File: src/rtl/hazard_pkg.sv
// Shared definitions for the hazard controller: FSM encoding, the zero
// register and the opcodes the upstream decoder maps onto id_is_branch/ex_is_load.
package hazard_pkg;

  typedef enum logic [1:0] {
    IDLE   = 2'd0,
    LSTALL = 2'd1,
    BSTALL = 2'd2
  } hz_state_e;

  localparam int unsigned REG_ZERO = 0;

  localparam logic [5:0] OP_LW  = 6'h23;
  localparam logic [5:0] OP_BEQ = 6'h04;
  localparam logic [5:0] OP_BNE = 6'h05;

  function automatic int unsigned max2(input int unsigned a, input int unsigned b);
    return (a > b) ? a : b;
  endfunction

endpackage

File: src/rtl/hazard_ctr_fwd_mux.sv
// Single-operand forwarding mux: youngest producer wins (EX, MEM, WB), else
// the register-file read value.
module fwd_mux
  import hazard_pkg::*;
#(
  parameter int DATA_W = 32,
  parameter int REG_AW = 5
) (
  input  logic [REG_AW-1:0] src,
  input  logic [DATA_W-1:0] rf_data,
  input  logic              ex_wreg,
  input  logic              ex_is_load,
  input  logic [REG_AW-1:0] ex_dest,
  input  logic [DATA_W-1:0] ex_data,
  input  logic              mem_wreg,
  input  logic [REG_AW-1:0] mem_dest,
  input  logic [DATA_W-1:0] mem_data,
  input  logic              wb_wreg,
  input  logic [REG_AW-1:0] wb_dest,
  input  logic [DATA_W-1:0] wb_data,
  output logic [DATA_W-1:0] fwd_data
);

  logic ex_hit_s;
  logic mem_hit_s;
  logic wb_hit_s;

  // A load's EX result is only an address, so it never forwards from EX.
  always_comb begin
    ex_hit_s  = ex_wreg && !ex_is_load && (ex_dest != REG_AW'(REG_ZERO)) && (ex_dest == src);
    mem_hit_s = mem_wreg && (mem_dest != REG_AW'(REG_ZERO)) && (mem_dest == src);
    wb_hit_s  = wb_wreg && (wb_dest != REG_AW'(REG_ZERO)) && (wb_dest == src);
    if (ex_hit_s) begin
      fwd_data = ex_data;
    end else if (mem_hit_s) begin
      fwd_data = mem_data;
    end else if (wb_hit_s) begin
      fwd_data = wb_data;
    end else begin
      fwd_data = rf_data;
    end
  end

endmodule

File: src/rtl/hazard_ctr.sv
// Hazard controller: ID-stage operand forwarding plus counter-driven load-use
// and branch stall sequencing, with a saturating stall-cycle counter.
module hazard_ctr
  import hazard_pkg::*;
#(
  parameter int DATA_W         = 32,
  parameter int REG_AW         = 5,
  parameter int LOAD_STALL_CYC = 1,
  parameter int BR_STALL_CYC   = 2,
  parameter int CNT_W          = 32
) (
  input  logic              clk,
  input  logic              rst,
  input  logic              id_valid,
  input  logic [REG_AW-1:0] id_rs,
  input  logic [REG_AW-1:0] id_rt,
  input  logic              id_use_rs,
  input  logic              id_use_rt,
  input  logic              id_is_branch,
  input  logic [DATA_W-1:0] id_inA,
  input  logic [DATA_W-1:0] id_inB,
  input  logic              ex_wreg,
  input  logic              mem_wreg,
  input  logic              wb_wreg,
  input  logic [REG_AW-1:0] ex_destR,
  input  logic [REG_AW-1:0] mem_destR,
  input  logic [REG_AW-1:0] wb_destR,
  input  logic              ex_is_load,
  input  logic [DATA_W-1:0] ex_aluR,
  input  logic [DATA_W-1:0] mem_aluR,
  input  logic [DATA_W-1:0] wb_dest,
  input  logic              br_resolved,
  output logic [DATA_W-1:0] id_inA_forward,
  output logic [DATA_W-1:0] id_inB_forward,
  output logic              stall_if,
  output logic              stall_id,
  output logic              bubble_ex,
  output logic              flush_id,
  output logic [CNT_W-1:0]  stall_cnt
);

  localparam int MAX_STALL = int'(max2(LOAD_STALL_CYC, BR_STALL_CYC));
  localparam int CW        = $clog2(MAX_STALL + 1);

  hz_state_e         state_q, state_d;
  logic [CW-1:0]     cnt_q, cnt_d;
  logic [CNT_W-1:0]  stall_cnt_q, stall_cnt_d;
  logic              lu_s;
  logic              br_s;

  fwd_mux #(.DATA_W(DATA_W), .REG_AW(REG_AW)) u_fwd_a (
    .src(id_rs), .rf_data(id_inA),
    .ex_wreg(ex_wreg), .ex_is_load(ex_is_load), .ex_dest(ex_destR), .ex_data(ex_aluR),
    .mem_wreg(mem_wreg), .mem_dest(mem_destR), .mem_data(mem_aluR),
    .wb_wreg(wb_wreg), .wb_dest(wb_destR), .wb_data(wb_dest),
    .fwd_data(id_inA_forward)
  );

  fwd_mux #(.DATA_W(DATA_W), .REG_AW(REG_AW)) u_fwd_b (
    .src(id_rt), .rf_data(id_inB),
    .ex_wreg(ex_wreg), .ex_is_load(ex_is_load), .ex_dest(ex_destR), .ex_data(ex_aluR),
    .mem_wreg(mem_wreg), .mem_dest(mem_destR), .mem_data(mem_aluR),
    .wb_wreg(wb_wreg), .wb_dest(wb_destR), .wb_data(wb_dest),
    .fwd_data(id_inB_forward)
  );

  // Hazard detection; a load-use stall takes precedence over a branch in ID.
  always_comb begin
    lu_s = id_valid && ex_is_load && ex_wreg && (ex_destR != REG_AW'(REG_ZERO)) &&
           ((id_use_rs && (ex_destR == id_rs)) || (id_use_rt && (ex_destR == id_rt)));
    br_s = id_valid && id_is_branch && !lu_s;
  end

  // Next-state and stall outputs; cnt holds the stall cycles still to come.
  always_comb begin
    state_d   = state_q;
    cnt_d     = cnt_q;
    stall_if  = 1'b0;
    stall_id  = 1'b0;
    bubble_ex = 1'b0;
    flush_id  = 1'b0;
    case (state_q)
      IDLE: begin
        if (lu_s) begin
          stall_if  = 1'b1;
          stall_id  = 1'b1;
          bubble_ex = 1'b1;
          if (LOAD_STALL_CYC > 1) begin
            state_d = LSTALL;
            cnt_d   = CW'(LOAD_STALL_CYC - 1);
          end else begin
            state_d = IDLE;
          end
        end else if (br_s) begin
          stall_if = 1'b1;
          flush_id = 1'b1;
          if (BR_STALL_CYC > 1) begin
            state_d = BSTALL;
            cnt_d   = CW'(BR_STALL_CYC - 1);
          end else begin
            state_d = IDLE;
          end
        end else begin
          state_d = IDLE;
        end
      end
      LSTALL: begin
        stall_if  = 1'b1;
        stall_id  = 1'b1;
        bubble_ex = 1'b1;
        cnt_d     = cnt_q - CW'(1);
        if (cnt_q == CW'(1)) begin
          state_d = IDLE;
        end else begin
          state_d = LSTALL;
        end
      end
      BSTALL: begin
        stall_if = 1'b1;
        flush_id = 1'b1;
        cnt_d    = cnt_q - CW'(1);
        if ((cnt_q == CW'(1)) || br_resolved) begin
          state_d = IDLE;
          cnt_d   = CW'(0);
        end else begin
          state_d = BSTALL;
        end
      end
      default: begin
        state_d = IDLE;
        cnt_d   = CW'(0);
      end
    endcase

    if (rst) begin
      state_d   = IDLE;
      cnt_d     = CW'(0);
      stall_if  = 1'b0;
      stall_id  = 1'b0;
      bubble_ex = 1'b0;
      flush_id  = 1'b0;
    end else begin
      state_d = state_d;
    end
  end

  // Saturating count of fetch-stall cycles.
  always_comb begin
    stall_cnt_d = stall_cnt_q;
    if (rst) begin
      stall_cnt_d = {CNT_W{1'b0}};
    end else if (stall_if && (stall_cnt_q != {CNT_W{1'b1}})) begin
      stall_cnt_d = stall_cnt_q + CNT_W'(1);
    end else begin
      stall_cnt_d = stall_cnt_q;
    end
  end

  // State registers.
  always_ff @(posedge clk) begin
    state_q     <= state_d;
    cnt_q       <= cnt_d;
    stall_cnt_q <= stall_cnt_d;
  end

  assign stall_cnt = stall_cnt_q;

endmodule

File: config.mk
export PLATFORM = sky130hd
export DESIGN_NAME = hazard_ctr
export DESIGN_NICKNAME = d
export VERILOG_FILES = /design/src/rtl/hazard_pkg.sv /design/src/rtl/hazard_ctr_fwd_mux.sv /design/src/rtl/hazard_ctr.sv
export SDC_FILE = /design/constraint.sdc
export NUM_CORES = 1
export LEC_CHECK = 0
export BUFFER_PORTS_ARGS = -buffer_cell sky130_fd_sc_hd__buf_2
export CORE_AREA = 2 2 115 117
export DETAILED_ROUTE_END_ITERATION = 10
export DIE_AREA = 0 0 117 119
export GPL_ROUTABILITY_DRIVEN = 0
export HOLD_SLACK_MARGIN = 0.12
export PLACE_DENSITY = 0.78
export SYNTH_ARGS = -nofsm -noshare
export SYNTH_HDL_FRONTEND = slang
export SYNTH_SLANG_ARGS = --single-unit
File: constraint.sdc
create_clock -name clk -period 5.5 [get_ports clk]
set_input_delay 1.1 -clock clk [delete_from_list [all_inputs] [get_ports clk]]
set_output_delay 1.1 -clock clk [all_outputs]
set_load 0.02 [all_outputs]
==> summary.md <==
| Metric | Value |
|---|---|
| Status | `complete, no violations` |
| # resized after CTS | `0` |
| Num ports | `296` |
| Hold path startpoint | `cnt_q[1]` |
| Total Routing Usage GR | `23.55%` |
| Setup Fix Bufs, Post-CTS | `0` |
| Post-DP HPWL | `14,220 µm` |
| Hold crit path type | `flip-flop to flip-flop` |
| Die W | `117 µm` |
| Max Clock Skew | `0.004968 ns` |
| Highest clock rate | `209.2 MHz` |
| Core box area | `12,870 µm²` |
| Drt initial violations | `441` |
| Routed WL per cell | `16.04 µm` |
| R2r worst-path depth | `7` |
| CP Max Fanout | `23` |
| Slew Viols, Final | `0` |
| CTS tree | `yes` |
| Met2 wire length | `8161 µm` |
| # hold bufs at CTS | `0` |
| Max-cap violations | `0` |
| Post-synth top cells | `nand2_1 (147), o21ai_0 (81), mux2i_1 (67)` |
| Initial core utilization | `32.63%` |
| Syn avg cell area | `6.617 µm²` |
| Cell accounting for the most synthesized area | `dfxtp_1` |
| Worst path top cell family by delay | `simple AND/OR/NAND/NOR gates` |
| Initial antenna violation count | `10` |
| Most common cell in the netlist | `nand2_1` |
| Layout area overhead | `43.03%` |
| Setup TNS | `0 ns` |
| Final setup viols | `0` |
| Syn nets | `837` |
| WHS | `0.4731 ns` |
| Die ar. | `13,920 µm²` |
| Root buf cell | `clkbuf_16` |
| Total congestion overflow | `0` |
| Number of synthesized register bits | `36` |
| Worst EP arrival | `3.68 ns` |
| Asr flop ratio synth | `0%` |
| Startpoint Class | `input pin` |
| Rel. slew slack | `31.15%` |
| First-pass GRT wire length | `25,780 µm` |
| Placed cell area | `5824 µm²` |
| Period utilization | `86.93%` |
| CP Data Required Time | `4.40 ns` |
| Vias in the first global route | `5,021` |
| Final #Nets | `1,105` |
| Most used cell, CP | `buf_2` |
| Tmin final | `4.781 ns` |
| Clk sinks | `36` |
| DR WL met3 | `1982 µm` |
| Hold Vio Cnt, Final | `0` |
| Metal-1 WL | `6883 µm` |
| Worst reg2reg startpoint | `stall_cnt[16]` |
| # rows | `42` |
| Total CTS buffers | `5` |
| Number of routed nets with antenna violations | `0` |
| Clock Latency Late Sink | `0.28 ns` |
| CP Cell Sequence | `buf_2, xnor2_1, nand3_1, nor4_4, buf_4, mux2i_1, nand2_1, o21ai_0, o21ai_1, buf_2` |
| # DRC | `0` |
| Synth area leaders | `dfxtp_1 (17%), mux2i_1 (16%), nand2_1 (13%), o21ai_0 (9.6%), xnor2_1 (7.9%)` |
| Largest net degree at the start of global routing | `65` |
| Chip height | `119 µm` |
| PortBufs | `295` |
| H-tree depth | `2` |
| Synth cell types | `39` |
| Avg Vias per Cell | `5.171` |
| Pwr Density | `151.1 nW/µm²` |
| DRT Pass-1 Iters | `5` |
| Share of cells above drive strength 1 | `35.73%` |
| Routed WL | `17,430 µm` |
| Dominant synthesized flop cell | `dfxtp_1` |
| Synthesis warning total | `0` |
| CTS max path bufs | `2` |
| Vias | `5,621` |
| Fin util | `46.68%` |
| Hold Path End | `cnt_q[1]` |
| Slowest stage delay, CP | `0.85 ns` |
| Kind of critical path | `input pin to output port` |
| Worst Hold Path Cells | `2` |
| Worst Max-Slew Pin Slew | `1.025 ns` |
| Sequential area share after synthesis | `17.15%` |
| Mapped Cells | `635` |
| Yosys top cell area share | `17.15%` |
| Unrepaired setup endpoints after global routing | `false` |
| Slowest cell on the critical path | `nor4_4` |
| Clock transition at path regs | `0.05 ns` |
| VDD IR max | `0.1273 mV` |
| Post-synth EDFFs | `0` |
| Highest metal used | `met5` |
| Design Area, Final | `6010 µm²` |
| Setup slack, reg-to-reg | `2.64 ns` |
| Static leakage power | `2.636 nW` |
| Worst setup EP type | `output port` |
| WP buf/inv | `3` |
| Mapped cell area | `4202 µm²` |
| R2R Path End | `stall_cnt[29]` |
area by class of cell:
class / count / area, µm²
Sequential cell: 36 / 720.7
Antenna cell: 7 / 17.52
Tap cell: 176 / 220.2
Inverter: 8 / 30.03
Clock buffer: 5 / 125.1
Fill cell: 1330 / 6865
Clock inverter: 3 / 42.54
Multi-Input combinational cell: 549 / 3317
Timing Repair Buffer: 303 / 1536
worst reg2reg max path, stage by stage (launching register included):
cell and delay, ns:
dfxtp_1 0.43, nand4_1 0.24, nor3_1 0.63, nand3_1 0.17
nor2_2 0.58, or2_1 0.44, or4_1 0.18, a21oi_1 0.06
how the worst max path moves through the flow:
stage                     slack (ns)            endpoint         start  cells after the start
after floorplan                 1.50   id_inA_forward[6]  mem_destR[0]                      7
after global placement          0.71  id_inA_forward[20]   wb_destR[4]                     10
after detailed placement        0.68  id_inA_forward[20]      id_rs[2]                     10
after CTS                       0.67  id_inA_forward[20]      id_rs[2]                     10
after global routing            0.48  id_inB_forward[18]   ex_destR[0]                      9
final                           0.72  id_inA_forward[20]   wb_destR[4]                     10
cell families after synthesis:
| logic type | share of synthesized area, % |
|---|---|
| AO/OA/AOI/OAI | 19.62 |
| XOR/XNOR | 10.84 |
| adder cells (fa/ha/maj) | 1.787 |
| buffers and inverters | 4.973 |
| flip-flops | 17.15 |
| multiplexers | 15.96 |
| AND/OR/NAND/NOR | 29.66 |
power by group:
group	internal, mW	switching, mW	leakage (nW)
clock network	0.213	0.108	0.0799
registers	0.263	0.00195	0.290
logic	0.134	0.189	2.27
total	0.609	0.299	2.64
stage by stage:
| step | setup slack [ns] | total power, mW | cells |
|---|---|---|---|
| after floorplan | 1.496 | 0.4380 | 635 |
| after global placement | 0.7084 | 0.5894 | 1072 |
| after detailed placement | 0.6806 | 0.5911 | 1072 |
| after CTS | 0.6682 | 0.9122 | 1080 |
| after global routing | 0.4816 | 0.9543 | 1083 |
| final | 0.7188 | 0.9080 | 1087 |
layout by cell type (no fill, tap or decap), types with 10 or more instances in the layout:
cell type	n
xor2_1	14
nand3_1	19
nor3_1	21
xnor2_1	38
dfxtp_1	36
o21ai_0	81
nand4_1	10
o21ai_1	54
nor2_1	30
mux2i_1	67
buf_2	295
nand2_1	147
registers in the layout, summed over array words and instances (netlist names):
| register | count |
|---|---|
| state_q | 2 |
| stall_cnt | 32 |
| cnt_q | 2 |
layer usage:
metal,vias up,track usage [%]
met5,-,0
met4,10,6.544
met3,40,7.176
met2,310,38.95
met1,2488,29.36
li1,2773,-
(Power assumes the default switching activity.)
